<file path="src/rtl/io_input_conditioner_if.sv">
// Board-input bundle between the raw switch/key pins and the conditioned CPU input ports.
// No handshake: raw levels are sampled on every clock; in_port0/in_port1 are always-valid registered levels.
interface io_input_conditioner_if #(
  parameter int NSW  = 10,
  parameter int NKEY = 4
);
  logic [NSW-1:0]  sw_raw;
  logic [NKEY-1:0] key_raw;
  logic            cnt_clr;
  logic [31:0]     in_port0;
  logic [31:0]     in_port1;

  modport master (output sw_raw, key_raw, cnt_clr, input in_port0, in_port1);
  modport slave  (input sw_raw, key_raw, cnt_clr, output in_port0, in_port1);
endinterface

</file>
<file path="src/rtl/io_input_conditioner.sv">
// Switch/key conditioner: 2-flop synchroniser, per-bit stable-count debouncer,
// and 6-bit press counters per key, packed onto two 32-bit CPU input ports.
module io_input_conditioner #(
  parameter int NSW            = 10,
  parameter int NKEY           = 4,
  parameter int DEB_CYCLES     = 16,
  parameter bit KEY_ACTIVE_LOW = 1'b1
) (
  input  logic                   clock,
  input  logic                   resetn,
  io_input_conditioner_if.slave  bus
);
  localparam int            NB       = NSW + NKEY;
  localparam int            CW       = $clog2(DEB_CYCLES);
  localparam logic [CW-1:0] CNT_MAX  = CW'(DEB_CYCLES - 1);
  // Key bits sit above the switch bits; this mask is both the released-level
  // reset value of the synchroniser and the polarity flip to pressed=1.
  localparam logic [NB-1:0] KEY_MASK = {{NKEY{KEY_ACTIVE_LOW}}, {NSW{1'b0}}};

  logic [NB-1:0]   s1, s2, lvl, deb, accept;
  logic [CW-1:0]   dcnt [NB];
  logic [5:0]      pcnt [NKEY];
  logic [NKEY-1:0] key_deb, key_rise;

  always_ff @(posedge clock or negedge resetn) begin
    if (!resetn) begin
      s1 <= KEY_MASK;
      s2 <= KEY_MASK;
    end else begin
      s1 <= {bus.key_raw, bus.sw_raw};
      s2 <= s1;
    end
  end

  assign lvl = s2 ^ KEY_MASK;

  always_comb begin
    accept = '0;
    for (int i = 0; i < NB; i++) begin
      accept[i] = (lvl[i] != deb[i]) && (dcnt[i] == CNT_MAX);
    end
  end

  // Any cycle where the synchronised level matches the accepted one restarts the count.
  always_ff @(posedge clock or negedge resetn) begin
    if (!resetn) begin
      deb <= '0;
      for (int i = 0; i < NB; i++) dcnt[i] <= '0;
    end else begin
      deb <= deb ^ accept;
      for (int i = 0; i < NB; i++) begin
        if ((lvl[i] == deb[i]) || accept[i]) dcnt[i] <= '0;
        else                                 dcnt[i] <= dcnt[i] + CW'(1);
      end
    end
  end

  assign key_deb  = deb[NB-1:NSW];
  assign key_rise = accept[NB-1:NSW] & lvl[NB-1:NSW];

  // Clear has priority, so a press accepted on the clear edge is dropped.
  always_ff @(posedge clock or negedge resetn) begin
    if (!resetn) begin
      for (int k = 0; k < NKEY; k++) pcnt[k] <= '0;
    end else if (bus.cnt_clr) begin
      for (int k = 0; k < NKEY; k++) pcnt[k] <= '0;
    end else begin
      for (int k = 0; k < NKEY; k++) begin
        if (key_rise[k]) pcnt[k] <= pcnt[k] + 6'd1;
      end
    end
  end

  assign bus.in_port0 = 32'(deb[NSW-1:0]);
  assign bus.in_port1 = {pcnt[3], pcnt[2], pcnt[1], pcnt[0], 4'b0000, key_deb};
endmodule

</file>
<file path="src/flat_wrapper.sv">
// flat-port wrapper written by rule: the top's interface ports become plain ports
module io_input_conditioner_flat 
#(
  parameter int NSW            = 10,
  parameter int NKEY           = 4,
  parameter int DEB_CYCLES     = 16,
  parameter bit KEY_ACTIVE_LOW = 1'b1
)
  (clock, resetn, bus_sw_raw, bus_key_raw, bus_cnt_clr, bus_in_port0, bus_in_port1);
  io_input_conditioner_if #(.NSW(NSW), .NKEY(NKEY)) bus_i ();
  input  logic clock;
  input  logic resetn;
  input wire logic [$bits(bus_i.sw_raw)-1:0] bus_sw_raw;
  input wire logic [$bits(bus_i.key_raw)-1:0] bus_key_raw;
  input wire logic [$bits(bus_i.cnt_clr)-1:0] bus_cnt_clr;
  output wire logic [$bits(bus_i.in_port0)-1:0] bus_in_port0;
  output wire logic [$bits(bus_i.in_port1)-1:0] bus_in_port1;
  assign bus_i.sw_raw = bus_sw_raw;
  assign bus_i.key_raw = bus_key_raw;
  assign bus_i.cnt_clr = bus_cnt_clr;
  assign bus_in_port0 = bus_i.in_port0;
  assign bus_in_port1 = bus_i.in_port1;
  io_input_conditioner #(.NSW(NSW), .NKEY(NKEY), .DEB_CYCLES(DEB_CYCLES), .KEY_ACTIVE_LOW(KEY_ACTIVE_LOW)) u_core (.clock(clock), .resetn(resetn), .bus(bus_i));
endmodule
</file>
<file path="config.mk">
export PLATFORM = sky130hd
export DESIGN_NAME = io_input_conditioner_flat
export DESIGN_NICKNAME = d
export VERILOG_FILES = /design/src/rtl/io_input_conditioner_if.sv /design/src/rtl/io_input_conditioner.sv /design/src/flat_wrapper.sv
export SDC_FILE = /design/constraint.sdc
export NUM_CORES = 1
export LEC_CHECK = 0
export BUFFER_PORTS_ARGS = -buffer_cell sky130_fd_sc_hd__buf_2
export CAP_MARGIN = 20
export CORE_MARGIN = 5
export CORE_UTILIZATION = 35
export DETAILED_ROUTE_END_ITERATION = 16
export SLEW_MARGIN = 20
export SYNTH_ARGS = -nofsm -noshare
export SYNTH_HDL_FRONTEND = slang
export SYNTH_SLANG_ARGS = --single-unit
</file>
<file path="constraint.sdc">
create_clock -name clock -period 1.75 [get_ports clock]
set_clock_uncertainty 0.2 [all_clocks]
set_input_delay 0.2625 -clock clock [delete_from_list [all_inputs] [get_ports clock]]
set_output_delay 0.2625 -clock clock [all_outputs]
set_load 0.01 [all_outputs]
</file>
==> results.md, run 1 <==
- Status: complete, no violations
- Max IR drop VDD: 0.000638 V
- Grt met1 use: 13.2%
- Final Cycle Share: 96.8%
- Via/cell ratio: 4.59
- Mapped Cells: 447
- Number of synthesized register bits: 122
- Met3 global-route usage: 4.97%
- Synth async-reset ratio: 100%
- WL final: 9320 um
- Synth unique cells: 30
- Setup tns final: 0 ps
- Predominant post-synthesis flop cell: dfrtp_1
- Synth Area per Inst: 11.6 sq um
- Total global-route track usage: 11.4%
- Die Width: 132 um
- Setup crit end kind: register
- Cell with the most instances after synthesis: dfrtp_1
- Root buf cell: clkbuf_16
- Post-route setup slack: 55.2 ps
- Pleak: 3.18 nW
- Final hold violations: 0
- Die Footprint: 17300 sq um
- Worst Hold Endpoint: u_core.bus.in_port1[21]
- Max cap viols: 0
- First-pass DRT Iterations: 4
- R2R Path End: u_core.bus.in_port1[31]
- Initial Util: 35.6%
- Data arrival, critical path: 1790 ps
- Post-synth top area share: 55.1%
- R2r setup slk: 60 ps
- Total number of vias: 3461
- Synth cell count leaders: dfrtp_1, nor2_1, nand3_1
- Max-slew violations: 0
- Overflow after GRT: 0
- DRT antenna net count: 0
- TritonCTS Buffers: 17
- WS Path Type: register to register
- Setup violators final: 0
- Post-synthesis sequential area ratio: 59.1%
- Worst skew pair latency: 410 ps
- CTS tree: done
- Synth Warn #: 0
- Area growth syn-to-layout: 28.8%
- RePlAce Congestion: 0.799
- Top Ports: 81
- Initial antenna violation count: 0
- Clk sinks: 122
- WP data required: 1850 ps
- Crit Path Max Fanout: 7
- Clock transition at the registers of the reported paths: 50 ps
- First-pass GRT wire length: 16200 um
- PortBufs: 54
- Seq. cell area: 3060 sq um
- Initial DRC Count: 114
- Most area-hungry cell type in the Yosys netlist: dfrtp_1
- Reg2Reg Depth: 3
- Pin count of the biggest net entering global routing: 36
- Drt wl/cell: 12.4 um
- Area of the multi-input gates: 1980 sq um
- Number of global-route vias before repair: 3568
- DRC Markers: 0
- ANT cells: 0
- Pwr Density: 1040 nW/um^2
- R2R Path Start: u_core.s2[13]
- Cells on Worst Hold Path: 2
- Max H-tree Level: 4
- Worst Setup Start Kind: register
- Hpwl dp: 6750 um
- Fmax: 590 MHz
- Fraction of layout cells with a size suffix above 1: 27.9%
- Mapped cell area: 5180 sq um
- GR Layer Usage met2: 18.4%
- Layout net count: 592
- Pre-CTS setup slack: -122 ps
- Hold Path Class: input pin to register
- Number of synthesized flops with an enable pin: 0
- Max clock buf depth: 2
- Cell Rows: 44
- FILL cells: 1344
- GR peak layer: met2
- Synth top area cells: dfrtp_1, ha_1, nor2_1
- Hold path startpoint: bus_cnt_clr
- Fin crit period: 1690 ps
- Area of the core: 14500 sq um
- RSZ-0062 raised after global routing: yes
- Die span in y: 132 um
==> per-stage QoR <==
stage / area [sq um] / power, W / hold slack [ps] / instances / util (%)
2_1_floorplan: 5310 / 0.00329 / -233 / 472 / -
3_3_place_gp: 5800 / 0.00339 / -0.679 / 703 / 39.9
3_5_place_dp: 5800 / 0.00341 / 3.76 / 703 / 39.9
4_1_cts: 6620 / 0.00708 / 52.3 / 753 / 45.6
5_1_grt: 6670 / 0.00729 / 90.3 / 754 / 45.9
6_report: 6670 / 0.00696 / 75.9 / 754 / 45.9
==> critical path: stages (launching register included) <==
cell	delay, ps
dfstp_2	370
or2_2	350
nor4_2	290
mux2_2	370
==> logic make-up (layout without fill, tap and decap cells) <==
| family | count (synthesis) | in the layout | synth area share (%) |
|---|---|---|---|
| buffers and inverters | 55 | 153 | 6.42 |
| AO/OA/AOI/OAI | 44 | 44 | 5.02 |
| adder cells (fa/ha/maj) | 18 | 18 | 4.35 |
| XOR/XNOR | 42 | 42 | 7.10 |
| multiplexers | 14 | 14 | 3.04 |
| flip-flops | 122 | 122 | 59.1 |
| AND/OR/NAND/NOR | 151 | 151 | 14.9 |
| other | 1 | 26 | 0.0724 |
==> how the worst max path moves through the flow <==
stage                                   end  slack [ps]             from
floorplan           u_core.bus.in_port1[11]         -30         register
global route        u_core.bus.in_port1[31]         -10    u_core.s2[13]
global placement     u_core.bus.in_port1[9]         -50  u_core.dcnt[12]
finish              u_core.bus.in_port1[31]          60    u_core.s2[13]
detailed placement   u_core.bus.in_port1[9]        -120  u_core.dcnt[12]
CTS                 u_core.bus.in_port1[21]           2   u_core.dcnt[5]
==> area by class of cell <==
cell class | count | share of cell area (%)
flip-flops and latches | 122 | 45.9
multi-input cells | 295 | 29.6
repair buffers | 103 | 10.7
clock buffers | 25 | 7.58
well taps | 184 | 3.45
clock inverters | 7 | 1.69
inverters | 18 | 1.01
==> layout by cell type (no fill, tap or decap), drive strengths merged, types with 8 or more instances in the layout <==
cell         netlist  routed
a21oi             20      20
nor2              60      60
dfstp              8       8
inv               18      18
xor2              18      18
dlygate4sd3        0      15
conb               1      26
nand2b            14      14
dfrtp            114     114
nand3             31      31
ha                18      18
buf               34      88
xnor2             24      24
o21ai              8       8
nand2             11      11
mux2              14      14
o31ai             16      16
or4               14      14
clkbuf             3      25
==> metal layers <==
metal	part of all wire [%]	vias to the layer above
met5	0	-
met2	49	80
met3	6.8	13
met4	1.6	0
met1	43	1686
li1	-	1682
==> timing repair <==
| action | in CTS | in global routing |
|---|---|---|
| gates cloned | 0 | 0 |
| setup buffers | 3 | 1 |
| resized for setup | 5 | 8 |
| hold buffers | 15 | 0 |
| endpoints found under the hold margin | 134 | 0 |
| pin swaps | 3 | 0 |
| setup endpoints to repair | 11 | 11 |
==> power breakdown <==
group	internal, W	total (W)	switching [W]	leakage, nW
clock	0.00242	0.00357	0.00115	0.303
sequential	0.00295	0.00302	0.0000782	1.59
combinational	0.000163	0.000373	0.000210	1.28
No activity file was read; power rests on OpenSTA's default activity.
==> run 2, diff against run 1 <==
--- a/config.mk
+++ b/config.mk
@@ -7,9 +7,12 @@
 export LEC_CHECK = 0
 export BUFFER_PORTS_ARGS = -buffer_cell sky130_fd_sc_hd__buf_2
 export CAP_MARGIN = 20
+export CELL_PAD_IN_SITES_DETAIL_PLACEMENT = 1
+export CELL_PAD_IN_SITES_GLOBAL_PLACEMENT = 2
 export CORE_MARGIN = 5
-export CORE_UTILIZATION = 35
+export CORE_UTILIZATION = 33
 export DETAILED_ROUTE_END_ITERATION = 16
+export PLACE_DENSITY_LB_ADDON = 0.1
 export SLEW_MARGIN = 20
 export SYNTH_ARGS = -nofsm -noshare
 export SYNTH_HDL_FRONTEND = slang
==> results.md, run 2 (synthesized netlist as in run 1, its figures left out) <==
- Status: complete, no violations
- Total number of vias: 3546
- Die Footprint: 18300 sq um
- Top Ports: 81
- First-pass DRT Iterations: 4
- Crit Path Max Fanout: 6
- Worst path bufs/invs: 0
- Root buf cell: clkbuf_16
- Final hold violations: 0
- Layout Utilization: 44.4%
- Max IR drop VDD: 0.000653 V
- WP data required: 1890 ps
- Max cap viols: 0
- Max H-tree Level: 4
- Die Width: 135 um
- Pwr Total: 0.00697 W
- Initial DRC Count: 133
- Setup violators final: 0
- CP Cell Sequence: ha_4 -> nand3_4 -> or4b_2 -> a21oi_1
- Pwr Density: 1020 nW/um^2
- Number of global-route vias before repair: 3817
- CP max-delay cell: or4b_2
- Cell Rows: 45
- Commonest cells after routing, fill and taps aside: dfrtp_1, nor2_1, buf_2, buf_4, nand3_1
- CTS tree: done
- WS Path Type: register to register
- Initial antenna violation count: 0
- ANT cells: 0
- Drt wl/cell: 13.7 um
- Sw Ratio: 21.3%
- Seq. cell area: 3060 sq um
- Hpwl dp: 7550 um
- R2R Path End: u_core.bus.in_port1[21]
- R2R Path Start: u_core.dcnt[5]
- Worst Setup Start Kind: register
- Hold Path Class: input pin to async pin
- Clk sinks: 122
- FILL cells: 1683
- Total global-route track usage: 12.5%
- Layout net count: 603
- WL final: 10900 um
- Initial Util: 33.8%
- Comb pwr share: 5.5%
- Max-slew violations: 0
- Area of the core: 15300 sq um
- Slowest stage delay, CP: 620 ps
- Power Internal: 0.00549 W
- Fraction of layout cells with a size suffix above 1: 30.1%
- Overflow after GRT: 0
- Via/cell ratio: 4.48
- Fmax: 586 MHz
- Reg2Reg Depth: 4
- Area of the multi-input gates: 2030 sq um
- DRC Markers: 0
- Die span in y: 135 um
- Pleak: 3.23 nW
- Final Cycle Share: 97.5%
- Area growth syn-to-layout: 31.4%
- PortBufs: 54
- R2r setup slk: 40 ps
- RePlAce Congestion: 0.723
- DRT antenna net count: 0
- Fin crit period: 1710 ps
- Clock network fraction of design power: 51.1%
- First-pass GRT wire length: 18100 um
- CP delay by family, top: simple AND/OR/NAND/NOR gates
- Pin count of the biggest net entering global routing: 34
- Data arrival, critical path: 1840 ps
- Clock transition at the registers of the reported paths: 50 ps
- Max clock buf depth: 2
- RSZ-0062 raised after global routing: yes
- TritonCTS Buffers: 17
- Most common cell after layout, fill and taps aside: dfrtp_1
- Setup crit end kind: register
- Seq pwr share: 43.4%
- Worst skew pair latency: 410 ps
- Psw: 0.00148 W
==> run 2: what timing repair did <==
action,in CTS,in global routing
hold endpoints to repair,134,0
hold buffers,15,0
buffers inserted,4,1
gates cloned,1,2
pin swaps,0,9
gates resized for setup,6,15
setup endpoints to repair,9,16
==> run 2: worst max-delay path by stage <==
stage | endpoint | slack [ps] | startpoint | cells after the start
final | u_core.bus.in_port1[21] | 40 | u_core.dcnt[5] | 4
after global routing | u_core.bus.in_port1[26] | -10 | u_core.dcnt[0] | 5
after CTS | u_core.bus.in_port1[31] | 2 | u_core.dcnt[1] | 4
after detailed placement | u_core.bus.in_port1[9] | -90 | u_core.dcnt[12] | 4
after global placement | u_core.bus.in_port1[21] | -40 | u_core.dcnt[4] | 4
after floorplan | u_core.bus.in_port1[11] | -30 | register | 4
==> run 2: stage by stage <==
step | setup WS [ps] | cells | instance area, sq um | hold WS (ps) | TNS (ps)
after CTS | 2.03 | 789 | 6710 | 16.6 | 0
final | 43.1 | 792 | 6810 | 31.6 | 0
after global routing | -11.1 | 792 | 6810 | 30.7 | -29.0
after detailed placement | -90.1 | 737 | 5880 | -89.7 | -268
after global placement | -35.2 | 737 | 5880 | -87.2 | -48.4
after floorplan | -31.8 | 472 | 5310 | -233 | -88.1
==> run 2: layout make-up <==
class / count / area share [%]
flip-flops and latches: 122 / 45.0
multi-input cells: 297 / 29.8
repair buffers: 112 / 11.4
clock buffers: 24 / 7.22
well taps: 211 / 3.88
clock inverters: 8 / 1.69
inverters: 18 / 0.993
==> run 2: layer usage <==
metal	vias up	global-route usage, %	share of wire [%]
met3	13	5.05	5.0
met4	0	4.65	1.4
met5	-	0	0
met2	57	20.6	50
li1	1709	-	-
met1	1767	14.8	44
==> run 2: power groups by stage <==
stage / combinational [W] / sequential (W) / clock, W
5_1_grt: 0.000452 / 0.00304 / 0.00382
2_1_floorplan: 0.000241 / 0.00305 / 0
4_1_cts: 0.000393 / 0.00302 / 0.00368
3_5_place_dp: 0.000360 / 0.00307 / 0
3_3_place_gp: 0.000342 / 0.00306 / 0
6_report: 0.000387 / 0.00303 / 0.00356
